`src/rtl/usbf_ssram_arb_pkg.sv`:
```
// ============================================================================
// Module   : usbf_ssram_arb_pkg
// Brief    : Shared types for the USB function SSRAM arbiter
// Revision : 1.0 - initial release
// ============================================================================
`default_nettype none

package usbf_ssram_arb_pkg;

  localparam int unsigned c_DATA_W = 32;

  // One-hot arbiter state encoding
  typedef enum logic [2:0] {
    ARB_IDLE   = 3'b001,
    ARB_WB_RD  = 3'b010,
    ARB_WB_ACK = 3'b100
  } arb_state_t;

endpackage : usbf_ssram_arb_pkg

`default_nettype wire

```
`src/rtl/usbf_ssram_arb.sv`:
```
// ============================================================================
// Module   : usbf_ssram_arb
// Brief    : Single-port SSRAM arbiter, protocol engine priority with WISHBONE
//            starvation guard, registered WISHBONE read data and ack
// Revision : 1.0 - initial release
// ============================================================================
`default_nettype none

module usbf_ssram_arb
  import usbf_ssram_arb_pkg::*;
#(
  parameter int SSRAM_HADR = 14,
  parameter int STARVE_MAX = 15,
  parameter int STARVE_W   = 4
) (
  input  logic                  i_phy_clk,
  input  logic                  i_rst_n,
  // SSRAM
  output logic [SSRAM_HADR:0]   o_sram_adr,
  output logic [c_DATA_W-1:0]   o_sram_dout,
  input  logic [c_DATA_W-1:0]   i_sram_din,
  output logic                  o_sram_re,
  output logic                  o_sram_we,
  // Protocol engine
  input  logic [SSRAM_HADR:0]   i_madr,
  input  logic [c_DATA_W-1:0]   i_mdout,
  output logic [c_DATA_W-1:0]   o_mdin,
  input  logic                  i_mwe,
  input  logic                  i_mreq,
  output logic                  o_mack,
  // WISHBONE side
  input  logic [SSRAM_HADR:0]   i_wadr,
  input  logic [c_DATA_W-1:0]   i_wdin,
  output logic [c_DATA_W-1:0]   o_wdout,
  input  logic                  i_wwe,
  input  logic                  i_wreq,
  output logic                  o_wack
);

  localparam logic [STARVE_W-1:0] c_STARVE_MAX = STARVE_W'(STARVE_MAX);
  localparam logic [STARVE_W-1:0] c_STARVE_SAT = {STARVE_W{1'b1}};

  arb_state_t            r_state;
  arb_state_t            w_state_nxt;
  logic [STARVE_W-1:0]   r_starve_cnt;
  logic                  r_wack;
  logic [c_DATA_W-1:0]   r_wdout;

  logic                  w_idle;
  logic                  w_wb_force;
  logic                  w_pl_gnt;
  logic                  w_wb_gnt;
  logic                  w_wack_nxt;
  logic                  w_wdout_ld;

  assign w_idle     = (r_state == ARB_IDLE);
  assign w_wb_force = w_idle & i_wreq & (r_starve_cnt == c_STARVE_MAX);
  assign w_pl_gnt   = i_mreq & ~w_wb_force;
  assign w_wb_gnt   = i_wreq & ~w_pl_gnt & w_idle;

  // State register
  always_ff @(posedge i_phy_clk or negedge i_rst_n) begin
    if (!i_rst_n) begin
      r_state <= ARB_IDLE;
    end else begin
      r_state <= w_state_nxt;
    end
  end

  // Next-state logic
  always_comb begin
    w_state_nxt = r_state;
    case (r_state)
      ARB_IDLE: begin
        if (w_wb_gnt) begin
          w_state_nxt = i_wwe ? ARB_WB_ACK : ARB_WB_RD;
        end
      end
      ARB_WB_RD:  w_state_nxt = ARB_WB_ACK;
      ARB_WB_ACK: w_state_nxt = ARB_IDLE;
      default:    w_state_nxt = ARB_IDLE;
    endcase
  end

  // Output logic: SSRAM mux plus next values of the registered WB outputs
  always_comb begin
    o_sram_adr  = i_wadr;
    o_sram_dout = i_wdin;
    o_sram_we   = 1'b0;
    o_sram_re   = 1'b0;
    o_mack      = 1'b0;
    if (w_pl_gnt) begin
      o_sram_adr  = i_madr;
      o_sram_dout = i_mdout;
      o_sram_we   = i_mwe;
      o_sram_re   = ~i_mwe;
      o_mack      = 1'b1;
    end else if (w_wb_gnt) begin
      o_sram_we   = i_wwe;
      o_sram_re   = ~i_wwe;
    end
    w_wack_nxt = (w_wb_gnt & i_wwe) | (r_state == ARB_WB_RD);
    w_wdout_ld = (r_state == ARB_WB_RD);
  end

  always_ff @(posedge i_phy_clk or negedge i_rst_n) begin
    if (!i_rst_n) begin
      r_wack  <= 1'b0;
      r_wdout <= '0;
    end else begin
      r_wack <= w_wack_nxt;
      if (w_wdout_ld) begin
        r_wdout <= i_sram_din;
      end
    end
  end

  // Counts cycles WB spends blocked behind the protocol engine while idle
  always_ff @(posedge i_phy_clk or negedge i_rst_n) begin
    if (!i_rst_n) begin
      r_starve_cnt <= '0;
    end else if (w_wb_gnt || !i_wreq) begin
      r_starve_cnt <= '0;
    end else if (w_idle && i_mreq && !w_wb_force && (r_starve_cnt != c_STARVE_SAT)) begin
      r_starve_cnt <= r_starve_cnt + 1'b1;
    end
  end

  assign o_mdin  = i_sram_din;
  assign o_wdout = r_wdout;
  assign o_wack  = r_wack;

endmodule : usbf_ssram_arb

`default_nettype wire
```
`config.mk`:
```
export PLATFORM = sky130hd
export DESIGN_NAME = usbf_ssram_arb
export DESIGN_NICKNAME = d
export VERILOG_FILES = /design/src/rtl/usbf_ssram_arb_pkg.sv /design/src/rtl/usbf_ssram_arb.sv
export SDC_FILE = /design/constraint.sdc
export NUM_CORES = 1
export LEC_CHECK = 0
export ABC_CLOCK_PERIOD_IN_PS = 5900
export BUFFER_PORTS_ARGS = -buffer_cell sky130_fd_sc_hd__clkbuf_2
export CAP_MARGIN = 20
export CELL_PAD_IN_SITES_DETAIL_PLACEMENT = 1
export CELL_PAD_IN_SITES_GLOBAL_PLACEMENT = 2
export CORE_MARGIN = 8
export CORE_UTILIZATION = 20
export DETAILED_ROUTE_END_ITERATION = 8
export PLACE_DENSITY_LB_ADDON = 0.1
export SYNTH_ARGS = -nofsm -noshare
export SYNTH_HDL_FRONTEND = slang
export SYNTH_SLANG_ARGS = --single-unit
export TNS_END_PERCENT = 100
```
`constraint.sdc`:
```
create_clock -name i_phy_clk -period 5.9 [get_ports i_phy_clk]
set_input_delay 1.77 -clock i_phy_clk [delete_from_list [all_inputs] [get_ports i_phy_clk]]
set_output_delay 1.77 -clock i_phy_clk [all_outputs]
set_load 0.05 [all_outputs]
```
---- Word level (Yosys, flattened, before mapping) ----
Index checks and enable logic that the tools add are counted.
word-level totals
  logic and storage cells ................. 40
  output and inout port bits .............. 115
  input bits .............................. 132
  bits in registers ....................... 40
operators by class
  bitwise operators ....................... 11
  mux-type cells .......................... 12
  reduce and logical (&&, ||, !) cells .... 7
  eq/ne operators ......................... 5
  $add $sub $neg .......................... 1
operators with widths
  operator                                               number
  2-to-1 mux 32 bit                                      1
  2-to-1 mux 15 bit                                      1
  2-to-1 mux 4 bit                                       2
  AND 1 bit                                              6
  2-to-1 mux 3 bit                                       2
  case mux 3 bit (2 select lines)                        1
  2-to-1 mux 1 bit                                       5
  adder 4 x 1 -> 4 bit, second input constant            1
  equality test 4 bit, second input constant             1
  inequality test 4 bit, second input constant           1
  NOT 1 bit                                              4
  equality test 3 x 1 -> 1 bit, second input constant    1
  equality test 3 x 2 -> 1 bit, second input constant    1
  logical AND 1 bit                                      3
  logical NOT 1 bit                                      2
  inequality test 2 x 1 -> 1 bit, second input constant  1
  nonzero test 2 bit                                     1
  logical OR 1 bit                                       1
  bitwise OR 1 bit                                       1

---- Depth between registers and ports, before layout ----
  word-level depth ........................ 10
  gate-level depth with buffers ........... 5
  depth with buffers taken out ............ 4

---- Worst setup path after synthesis ----
No wires, ideal clock.
  path kind ............................... input to output
  from .................................... input port i_mreq
  to ...................................... output port o_sram_re
  cell stages on the path ................. 4
  required time ........................... 4.130 ns
  slack ................................... 1.095 ns
  data arrival time ....................... 3.035 ns
  path buffers ............................ 2
  path through ............................ clkbuf_1 o21a_1 buf_2 a22o_1
on the way
  word-level cells in the longest chain between the ends .. 6
ends and longest elaborated chain
  item                    RTL line              RTL
  start: declaration      usbf_ssram_arb.sv:29  input logic i_mreq,
  AND 1 bit (*)           usbf_ssram_arb.sv:58  assign w_pl_gnt = i_mreq & ~w_wb_force;
  NOT 1 bit               usbf_ssram_arb.sv:59  assign w_wb_gnt = i_wreq & ~w_pl_gnt & w_idle;
  AND 1 bit (2 in a row)  usbf_ssram_arb.sv:59
  2-to-1 mux 1 bit        usbf_ssram_arb.sv:98  end else if (w_wb_gnt) begin
  2-to-1 mux 1 bit (*)    usbf_ssram_arb.sv:92  if (w_pl_gnt) begin
  end: declaration        usbf_ssram_arb.sv:22  output logic o_sram_re,
Every way passes the cells marked *; elsewhere a longest branch is shown, timed or not.

---- Final worst setup path ----
  from .................................... input port i_wreq
  to ...................................... output port o_sram_dout[2]
on the way
  word-level cells in the longest chain between the ends .. 5
ends and longest elaborated chain
  item                    RTL line              RTL
  start: declaration      usbf_ssram_arb.sv:36  input logic i_wreq,
  AND 1 bit (2 in a row)  usbf_ssram_arb.sv:57  assign w_wb_force = w_idle & i_wreq & (r_starve_cnt == c_STARVE_MAX);
  NOT 1 bit               usbf_ssram_arb.sv:58
  AND 1 bit               usbf_ssram_arb.sv:58
  2-to-1 mux 32 bit       usbf_ssram_arb.sv:92
  end: declaration        usbf_ssram_arb.sv:20  output logic [c_DATA_W-1:0] o_sram_dout,
No other way between the ends.

==> results.sh <==
export IMPL_status="finished, final reports clean"
export IMPL_report_final_slew_viol_count=0
export IMPL_ys_seq_area_share_pct=41.89
export IMPL_ant_nets=0
export IMPL_port_buffers=246
export IMPL_drc=0
export IMPL_htreeDepth=2
export IMPL_via_per_inst=4.156
export IMPL_relSlewSlack_pct=69.85
export IMPL_syn_num_nets=326
export IMPL_cts_hold_buf=0
export IMPL_layout_common_cells="clkbuf_2, mux2_2, dfrtp_1"
export IMPL_dpl_cell_area_um2=3558
export IMPL_grt_pass1_wl_mm=14.99
export IMPL_cts_tree="yes"
export IMPL_grt_usage_pct=11.98
export IMPL_path_delay_family="buffers and inverters"
export IMPL_core_area_um2=11860
export IMPL_yosysWarnings=0
export IMPL_gp_congestion=0.7306
export IMPL_grt_pass1_vias=2677
export IMPL_wl_per_cell_um=17.43
export IMPL_antenna_found_initial=1
export IMPL_slowest_stage="mux2_2"
export IMPL_die_y_um=125.4
export IMPL_timing_critical_path_mode_cell="clkbuf_2"
export IMPL_nFillCells=1417
export IMPL_hold_path_class="flip-flop to flip-flop"
export IMPL_grt_use_met1_pct=11.91
export IMPL_setup_tns_ns=0
export IMPL_first_pass_iters=3
export IMPL_num_io_pins=247
export IMPL_drt_wl_total_mm=9.690
export IMPL_synthTopCellsByArea="dfrtp_1, mux2_2, buf_4"
export IMPL_critPathCaptureType="primary output"
export IMPL_die_w_um=125.4
export IMPL_die_area_um2=15720
export IMPL_synth_top_cell_area_share_pct=40.79
export IMPL_setup_violations=0
export IMPL_hold_viol=0
export IMPL_dp_hpwl_mm=8.499
export IMPL_multi_input_area_um2=1099
export IMPL_crit_path_max_incr_delay_ns=0.40
export IMPL_arrival_ns=3.05
export IMPL_area_growth_pct=56.75
export IMPL_grt_setup_unrepaired="no"
export IMPL_clkTransAtPathRegs_ns=0.06
export IMPL_drive_gt1_share_pct=83.13
export IMPL_num_vias=2311
export IMPL_avgSynthCellArea_um2=12.40
export IMPL_cts_path_max_buffers=2
export IMPL_met3_usage_pct=7.522
export IMPL_cap_violations=0
export IMPL_path_buf_inv=3
export IMPL_final_common_cell="clkbuf_2"
export IMPL_clock_skew_final_ns=0.006335
export IMPL_rows=40
export IMPL_final_nets=541
export IMPL_worstPathMaxFanout=50
export IMPL_register_area_um2=1002
export IMPL_synth_largest_area_cell="dfrtp_1"
export IMPL_met2_usage_pct=20.58
export IMPL_grt_overflow_total=0
export IMPL_p_per_area_nw_per_um2=346.6
export IMPL_drt_iter0_drc=52
export IMPL_synth_area_um2=2392
export IMPL_tightest_slew_ns=0.4522
export IMPL_numCtsBuffers=5
export IMPL_insertion_delay_ns=0.28
export IMPL_top_usage_layer="met2"
export IMPL_post_cts_resized=0
export IMPL_cts_sinks=40
export IMPL_finalCritPeriodShare_pct=81.62
export IMPL_start_util_pct=20.17
export IMPL_leakage_uw=0.002077
export IMPL_ir_drop_uv=115.6
export IMPL_ys_types=26
export IMPL_clock_fmax_ghz=0.2077
export IMPL_finalInstanceArea_um2=3750
export IMPL_ys_ff_latch=40
export IMPL_crit_required_ns=4.13
export IMPL_diodes=0
export IMPL_grt_start_max_net_pins=51
export IMPL_path_cells="clkbuf_2 > nand4bb_1 > o21a_2 > buf_12 > mux2_2 > clkbuf_2"
export IMPL_post_route_min_period_ns=4.816
export IMPL_critPathLaunchType="input pin"
export IMPL_final_util_pct=31.61
export IMPL_crit_type="input pin to primary output"
export IMPL_synthCells=193
export IMPL_cts_root_buffer="clkbuf_16"
export IMPL_postCtsSetupBuffers=0
layout make-up:
class,count,area share (%)
Timing Repair Buffer,249,34.10
Multi-Input combinational cell,108,29.30
Sequential cell,40,26.73
Tap cell,147,4.905
Clock buffer,5,3.337
Clock inverter,3,1.235
Inverter,4,0.4004
sequential cells by signal, summed over array words and instances, names as in the netlist:
signal	count
o_wdout	32
r_starve_cnt	4
r_state	3
o_wack	1
worst reg2reg max path, cell delays in order, from the launching register on:
cell and delay, ns:
dfstp_2 0.57, or3b_4 0.42, or4_1 0.47, a31oi_1 0.17
routing by layer:
layer  part of all wire (%)  wire, um
met5                   0.13        13
met2                     49      4701
met3                     15      1435
met1                     36      3447
met4                   0.96        93
cells by family after synthesis:
logic type                 synth area share (%)
buffers and inverters                     12.50
DFF                                       41.89
and+or+nand+nor                           4.917
muxes                                     37.19
AOI/OAI and AO/OA                         2.981
adders and majority gates                0.5229
path summary, 6_finish.rpt:
path                       cells past startpoint         from               to  slack (ns)
max in group asynchronous                      2      i_rst_n       r_state[0]        4.06
setup / recovery                               6       i_wreq   o_sram_dout[2]        1.08
setup reg to reg                               3   r_state[0]  r_starve_cnt[3]        4.20
hold / removal                                 1  o_wdout[30]      o_wdout[30]        0.51
min in group asynchronous                      1      i_rst_n      o_wdout[10]        1.32
hold reg to reg                                1  o_wdout[30]      o_wdout[30]        0.51
through the flow:
step           hold WS, ns  worst slack (ns)  total power, uW  std cells
2_1_floorplan       0.5182             1.095            834.2        193
3_3_place_gp        0.4896             1.048            995.7        547
3_5_place_dp        0.4962             1.059             1001        547
4_1_cts             0.5101             1.058             1325        555
5_1_grt             0.5319             1.014             1368        556
6_report            0.5055             1.084             1300        556
power by group:
group	internal (uW)	switching (uW)	total [uW]
logic	166	455	621
clock network	201	113	314
registers	336	29.0	365
total	703	597	1300
synth_stat cells (all sizes together):
cell and count:
dfstp 1, o21ai 1, nand4b 2, nor3b 2
inv 4, nand2 3, or3b 1, nand4bb 1
nor2 1, mux2 79, a21o 2, or4 1
nor2b 1, a31oi 1, a21oi 4, nand4 2
and2 1, buf 40, dfrtp 39, a22o 2
ha 1, clkbuf 1, o21a 1, nand3 2
Power figures use the tool's default switching activity.
